--- config.mk ---
export PLATFORM = sky130hd
export DESIGN_NAME = rply_bias_seq
export DESIGN_NICKNAME = d
export VERILOG_FILES = /design/src/rtl/rply_bias_seq.sv
export SDC_FILE = /design/constraint.sdc
export NUM_CORES = 1
export LEC_CHECK = 0
export ABC_AREA = 1
export CAP_MARGIN = 20
export CORE_ASPECT_RATIO = 0.8
export CORE_MARGIN = 2
export CORE_UTILIZATION = 40
export DETAILED_ROUTE_END_ITERATION = 6
export PLACE_DENSITY = 0.71
export RECOVER_POWER = 50
export SETUP_SLACK_MARGIN = 0.15
export SLEW_MARGIN = 0
export SYNTH_ARGS = -nofsm -noshare
export SYNTH_HDL_FRONTEND = slang
export SYNTH_SLANG_ARGS = --single-unit
--- constraint.sdc ---
create_clock -name CK -period 2.79 [get_ports CK]
set_input_delay 0.558 -clock CK [delete_from_list [all_inputs] [get_ports CK]]
set_output_delay 0.558 -clock CK [all_outputs]
set_load 0.1 [all_outputs]
--- src/rtl/rply_bias_seq.sv ---
// Bias mirror power-up sequencer: settles the reference branch, then
// ramps channels on one slot at a time and drives thermometer unit gates.
module rply_bias_seq #(
    parameter int NCH        = 6,
    parameter int CODE_W     = 3,
    parameter int SETTLE_CYC = 64,
    parameter int STEP_CYC   = 8
) (
    input  logic                      CK,
    input  logic                      RST,
    input  logic                      EN,
    input  logic                      CFG_VALID,
    output logic                      CFG_READY,
    input  logic [NCH-1:0]            CFG_CH_EN,
    input  logic [NCH*CODE_W-1:0]     CFG_CODE,
    output logic                      PWRUP_N,
    output logic [NCH*(2**CODE_W-1)-1:0] IBP_EN_N,
    output logic                      BUSY,
    output logic                      READY
);

    localparam int UNITS = 2**CODE_W - 1;
    localparam int MAXC  = (SETTLE_CYC > STEP_CYC*NCH) ? SETTLE_CYC
                                                       : STEP_CYC*NCH;
    localparam int CW    = $clog2(MAXC + 1);

    typedef enum logic [2:0] {
        S_OFF,
        S_START,
        S_RAMP,
        S_ON,
        S_SHUT
    } state_t;

    state_t                  state;
    logic [CW-1:0]           cnt;
    logic [NCH-1:0]          mask;
    logic [NCH-1:0]          sh_en;
    logic [NCH*CODE_W-1:0]   sh_code;
    logic [NCH-1:0]          mask_nx;
    logic                    cfg_acc;

    // mask holds the ramp-enabled channels; the next slot adds one more bit
    assign mask_nx = (mask << 1) | NCH'(1);
    assign cfg_acc = CFG_VALID && CFG_READY;

    function automatic logic [NCH*UNITS-1:0] units_n(
        input logic [NCH-1:0]        act,
        input logic [NCH*CODE_W-1:0] code
    );
        logic [NCH*UNITS-1:0] r;
        r = '1;
        for (int i = 0; i < NCH; i++) begin
            for (int j = 0; j < UNITS; j++) begin
                if (act[i] && j < int'(code[i*CODE_W +: CODE_W]))
                    r[i*UNITS + j] = 1'b0;
            end
        end
        return r;
    endfunction

    always_ff @(posedge CK) begin
        if (RST) begin
            state     <= S_OFF;
            cnt       <= '0;
            mask      <= '0;
            sh_en     <= '0;
            sh_code   <= '0;
            PWRUP_N   <= 1'b1;
            IBP_EN_N  <= '1;
            READY     <= 1'b0;
            BUSY      <= 1'b0;
            CFG_READY <= 1'b1;
        end else begin
            if (cfg_acc) begin
                sh_en   <= CFG_CH_EN;
                sh_code <= CFG_CODE;
            end
            unique case (state)
                S_OFF: begin
                    if (EN) begin
                        state     <= S_START;
                        cnt       <= '0;
                        PWRUP_N   <= 1'b0;
                        BUSY      <= 1'b1;
                        CFG_READY <= 1'b0;
                    end
                end
                S_START, S_RAMP, S_ON: begin
                    if (!EN) begin
                        state     <= S_SHUT;
                        mask      <= '0;
                        IBP_EN_N  <= '1;
                        READY     <= 1'b0;
                        BUSY      <= 1'b1;
                        CFG_READY <= 1'b0;
                    end else if (state == S_START) begin
                        if (cnt == CW'(SETTLE_CYC - 1)) begin
                            state    <= S_RAMP;
                            cnt      <= '0;
                            mask     <= NCH'(1);
                            IBP_EN_N <= units_n(NCH'(1) & sh_en, sh_code);
                        end else begin
                            cnt <= cnt + CW'(1);
                        end
                    end else if (state == S_RAMP) begin
                        if (cnt == CW'(STEP_CYC - 1)) begin
                            cnt <= '0;
                            if (mask[NCH-1]) begin
                                state     <= S_ON;
                                READY     <= 1'b1;
                                BUSY      <= 1'b0;
                                CFG_READY <= 1'b1;
                            end else begin
                                mask     <= mask_nx;
                                IBP_EN_N <= units_n(mask_nx & sh_en, sh_code);
                            end
                        end else begin
                            cnt <= cnt + CW'(1);
                        end
                    end else begin
                        // current shadow, so an accept shows one edge later
                        IBP_EN_N <= units_n(mask & sh_en, sh_code);
                    end
                end
                S_SHUT: begin
                    state     <= S_OFF;
                    PWRUP_N   <= 1'b1;
                    BUSY      <= 1'b0;
                    CFG_READY <= 1'b1;
                end
                default: begin
                    state <= S_OFF;
                end
            endcase
        end
    end

endmodule

Word level (Yosys, flattened, before mapping)

Index checks and enable logic that the tools add are counted.

Add/sub/neg operators: 1
Order comparisons: 42
Equality and inequality tests: 27
Multiplexer cells: 133
Bitwise operators: 2
Reductions and logical operators: 105

Operators by type and width:

| cell                                                                | count |
|---|---|
| 42-bit two-way mux                                                  | 6 |
| 1-bit two-way mux                                                   | 103 |
| 1-bit logical AND                                                   | 92 |
| 3-bit < comparator, first input constant                            | 18 |
| 7-bit two-way mux                                                   | 6 |
| 1-bit by 3-bit < comparator with 1-bit output, first input constant | 12 |
| 2-bit by 3-bit < comparator with 1-bit output, first input constant | 12 |
| 6-bit two-way mux                                                   | 6 |
| 3-bit two-way mux                                                   | 7 |
| 4-bit != test, second input constant                                | 5 |
| 3-bit != test, second input constant                                | 5 |
| 5-bit AND reduction                                                 | 3 |
| 7-bit case mux with 2 select lines                                  | 1 |
| 6-bit AND                                                           | 2 |
| 4-bit AND reduction                                                 | 3 |
| 7-bit by 1-bit adder with 7-bit output, second input constant       | 1 |
| 7-bit by 3-bit == test with 1-bit output, second input constant     | 1 |
| 7-bit by 6-bit == test with 1-bit output, second input constant     | 1 |
| 3-bit by 2-bit == test with 1-bit output, second input constant     | 2 |
| 2-bit by 1-bit != test with 1-bit output, second input constant     | 3 |
| 2-bit != test, second input constant                                | 3 |
| 3-bit by 1-bit != test with 1-bit output, second input constant     | 2 |
| 3-bit by 2-bit != test with 1-bit output, second input constant     | 2 |
| 1-bit case mux with 3 select lines                                  | 2 |
| other kinds (11)                                                    | 12 |

Bits in registers: 86
Bits of input ports: 28
Output and inout port bits: 46

Depth between registers and ports, before layout

Word-level depth: 8
Mapped depth: 11

Least setup slack after synthesis

No wires, ideal clock.

Kind: register -> register
From: register CFG_READY
To: register sh_code[13]
Data arrival time: 1853 ps
Slack: 872 ps
Cell stages (with the launch flop): 6
Cells stage by stage: dfxtp_1 > nand2_1 > inv_1 > clkbuf_1 > nor2_1 > nor2_1

Word-level cells in the longest chain between the ends: 1

RTL lines:

| what                   | RTL line | text |
|---|---|---|
| from (decl)            | 13       | `output logic CFG_READY,` |
| from (signal assigned) | 73       | `CFG_READY <= 1'b1;` |
| from (signal assigned) | 86       | `CFG_READY <= 1'b0;` |
| from (signal assigned) | 96       | `CFG_READY <= 1'b0;` |
| 1-bit logical AND      | 45       | `assign cfg_acc = CFG_VALID && CFG_READY;` |
| to (signal assigned)   | 68       | `sh_code <= '0;` |
| to (signal assigned)   | 77       | `sh_code <= CFG_CODE;` |
| to (decl)              | 39       | `logic [NCH*CODE_W-1:0] sh_code;` |

No other way between the ends.
A chain may end at the register's enable or synchronous reset.

Worst setup path in the final report

From: register IBP_EN_N[13]
To: output IBP_EN_N[13]

RTL lines:

| what                   | RTL line | text |
|---|---|---|
| from (decl)            | 17       | `output logic [NCH*(2**CODE_W-1)-1:0] IBP_EN_N,` |
| from (signal assigned) | 102      | `IBP_EN_N <= units_n(NCH'(1) & sh_en, sh_code);` |
| from (signal assigned) | 116      | `IBP_EN_N <= units_n(mask_nx & sh_en, sh_code);` |
| from (signal assigned) | 123      | `IBP_EN_N <= units_n(mask & sh_en, sh_code);` |

No word-level cell between the ends.

==> flow_summary.json <==
{
  "post-route-min-period_ns": 2.173,
  "vias": 4108,
  "synth_warnings": 0,
  "drive_gt1_share_pct": 5.918,
  "crit_buf_inv": 1,
  "syn_avg_cell_area_um2": 6.770,
  "ys_seq_area_share_pct": 43.18,
  "synth_common_cells": "nand2_1 (140), dfxtp_1 (86), o21ai_0 (78), nand3_1 (67), nor2_1 (67)",
  "drt-met1-wl_um": 5482,
  "port_buffers": 73,
  "synthMostInstantiatedCell": "nand2_1",
  "core_mm2": 0.009689,
  "antenna_found_initial": 0,
  "drc_errors": 0,
  "finalWirelength_um": 11310,
  "synth_largest_area_cell": "dfxtp_1",
  "path_cells": "clkbuf_1",
  "fp-row-count": 32,
  "crit_slowest_cell": "clkbuf_1",
  "synth_ff_type": "dfxtp_1",
  "synthCells": 589,
  "cts_buffers": 9,
  "synth_edf_count": 0,
  "die_h_um": 93.31,
  "crit_path_end_kind": "output pin",
  "syn_to_final_growth_pct": 22.72,
  "slew_headroom_pct": 19.96,
  "start_util_pct": 41.15,
  "cts_buffer_depth": 2,
  "timing.final.hold_violations": 0,
  "gp_congestion": 0.8877,
  "synth_top_area_share_pct": 43.18,
  "io_pins": 74,
  "rsz0062_at_grt": "no",
  "n_antenna_cell": 0,
  "cp_max_fo": 2,
  "grtUsageTotal_pct": 21.65,
  "cts_htree_levels": 3,
  "finClkSkew_ns": 0.009015,
  "period_share_pct": 77.88,
  "crit_type": "reg2out",
  "gr-total-overflow": 0,
  "cts_tree": "done",
  "critPathTopFamily": "buffers and inverters",
  "drv_cap": 0,
  "wire_per_inst_um": 14.23,
  "clock.fmax_mhz": 460.2,
  "hp-class": "reg2reg",
  "synth_seq_cells": 86,
  "cts_sinks": 86,
  "clk_pin_slew_ns": 0.06,
  "finalSetupViolations": 0,
  "slew_violations": 0,
  "clock_latency_ns": 0.34,
  "postCtsSetupBuffers": 0,
  "crit_arrival_ns": 1.61,
  "detail_route.vias_per_cell": 5.167,
  "die_x_um": 115.6,
  "ys_types": 28,
  "synthesis.nets": 618,
  "grt_first_pass_wirelength_um": 18300,
  "first_global_vias": 3717,
  "grt_max_degree": 63,
  "worst_pin_slew_ns": 1.201,
  "nFillCells": 1019,
  "drt_first_pass_iters": 5,
  "top_layer": "met4",
  "start_kind": "flop",
  "max_stage_delay_ns": 0.88,
  "setup_tns_ns": 0,
  "initialDrtViolationCount": 274,
  "synthesis.area_mm2": 0.003988,
  "route.antenna.remaining_nets": 0,
  "dpl.hpwl_um": 8002,
  "met2WireLength_um": 4864,
  "synth.area.top_cells": "dfxtp_1 (43%), nand2_1 (13%), o21ai_0 (9.8%)",
  "post_cts_resized": 0,
  "wl_met3_um": 721,
  "outcome": "finished clean",
  "hold_buffers": 0,
  "die-area_mm2": 0.01079,
  "layout.nets": 683,
  "required_ns": 2.23,
  "cts_root_buffer": "clkbuf_16",
  "async_reset_ff_share_pct": 0
}
## area by class of cell
class,instances,area [µm²],share of cell area [%]
well taps,136,170.2,3.477
flip-flops and latches,86,1722,35.18
clock buffers,12,256.5,5.242
inverters,37,138.9,2.838
multi-input cells,437,1992,40.71
clock inverters,4,77.57,1.585
repair buffers,83,536.8,10.97
## state kept, by name, summed over array words and instances (netlist names), 3 cells and up
signal / cells
cnt: 7
IBP_EN_N: 42
sh_code: 18
state: 3
sh_en: 6
mask: 6
## layout by cell type (no fill, tap or decap), drive strengths merged, types with 3 or more instances in the layout
cell	n
nand2	143
nand3	69
a21oi	42
dfxtp	86
nand4	6
clkbuf	60
inv	37
clkdlybuf4s50	25
or2	3
nor2	70
nor3	4
nand3b	3
buf	8
o21ai	90
## metrics by stage
| stage | std cells | area [µm²] | hold slack, ns | utilization, % | worst slack, ns |
|---|---|---|---|---|---|
| final | 795 | 4893 | 0.4435 | 50.50 | 0.6172 |
| after global routing | 795 | 4893 | 0.4769 | 50.50 | 0.5107 |
| after CTS | 795 | 5072 | 0.4488 | 52.35 | 0.8025 |
| after detailed placement | 779 | 4738 | 0.4391 | 48.90 | 0.4570 |
| after global placement | 779 | 4738 | 0.4339 | 48.90 | 0.5059 |
| after floorplan | 589 | 3988 | 0.4543 | - | 0.8721 |
## worst register-to-register path, delay by kind of cell (launching register included)
family | cells | cell delay [ns]
buffers and inverters | 1 | 0.20
DFF | 1 | 0.41
and+or+nand+nor | 7 | 1.19
## metal layers
metal	vias to the layer above	global-route usage, %
li1	2082	-
met1	1852	30.37
met2	154	32.85
met3	20	4.537
met4	0	7.738
met5	-	0
## kinds of logic (layout without fill, tap and decap cells)
group / Yosys count / after routing / share of synthesized area (%)
buffers and inverters: 66 / 136 / 6.871
AOI/OAI and AO/OA: 137 / 137 / 17.48
adders and majority gates: 1 / 1 / 0.3137
and+or+nand+nor: 298 / 298 / 31.94
xor gates and xnor gates: 1 / 1 / 0.2197
DFF: 86 / 86 / 43.18
## path summary, 6_finish.rpt
check | start | endpoint | slack (ns) | cells after the start
setup / recovery | IBP_EN_N[13]$_SDFFE_PP1P_ | IBP_EN_N[13] | 0.62 | 1
hold / removal | BUSY$_SDFFE_PP0P_ | BUSY$_SDFFE_PP0P_ | 0.44 | 2
setup reg to reg | state[2]$_SDFFE_PP0P_ | IBP_EN_N[38]$_SDFFE_PP1P_ | 0.84 | 8
hold reg to reg | BUSY$_SDFFE_PP0P_ | BUSY$_SDFFE_PP0P_ | 0.44 | 2
Power is not shown: default switching activity piles up to over one toggle a cycle in this logic, so the estimate is an artifact.
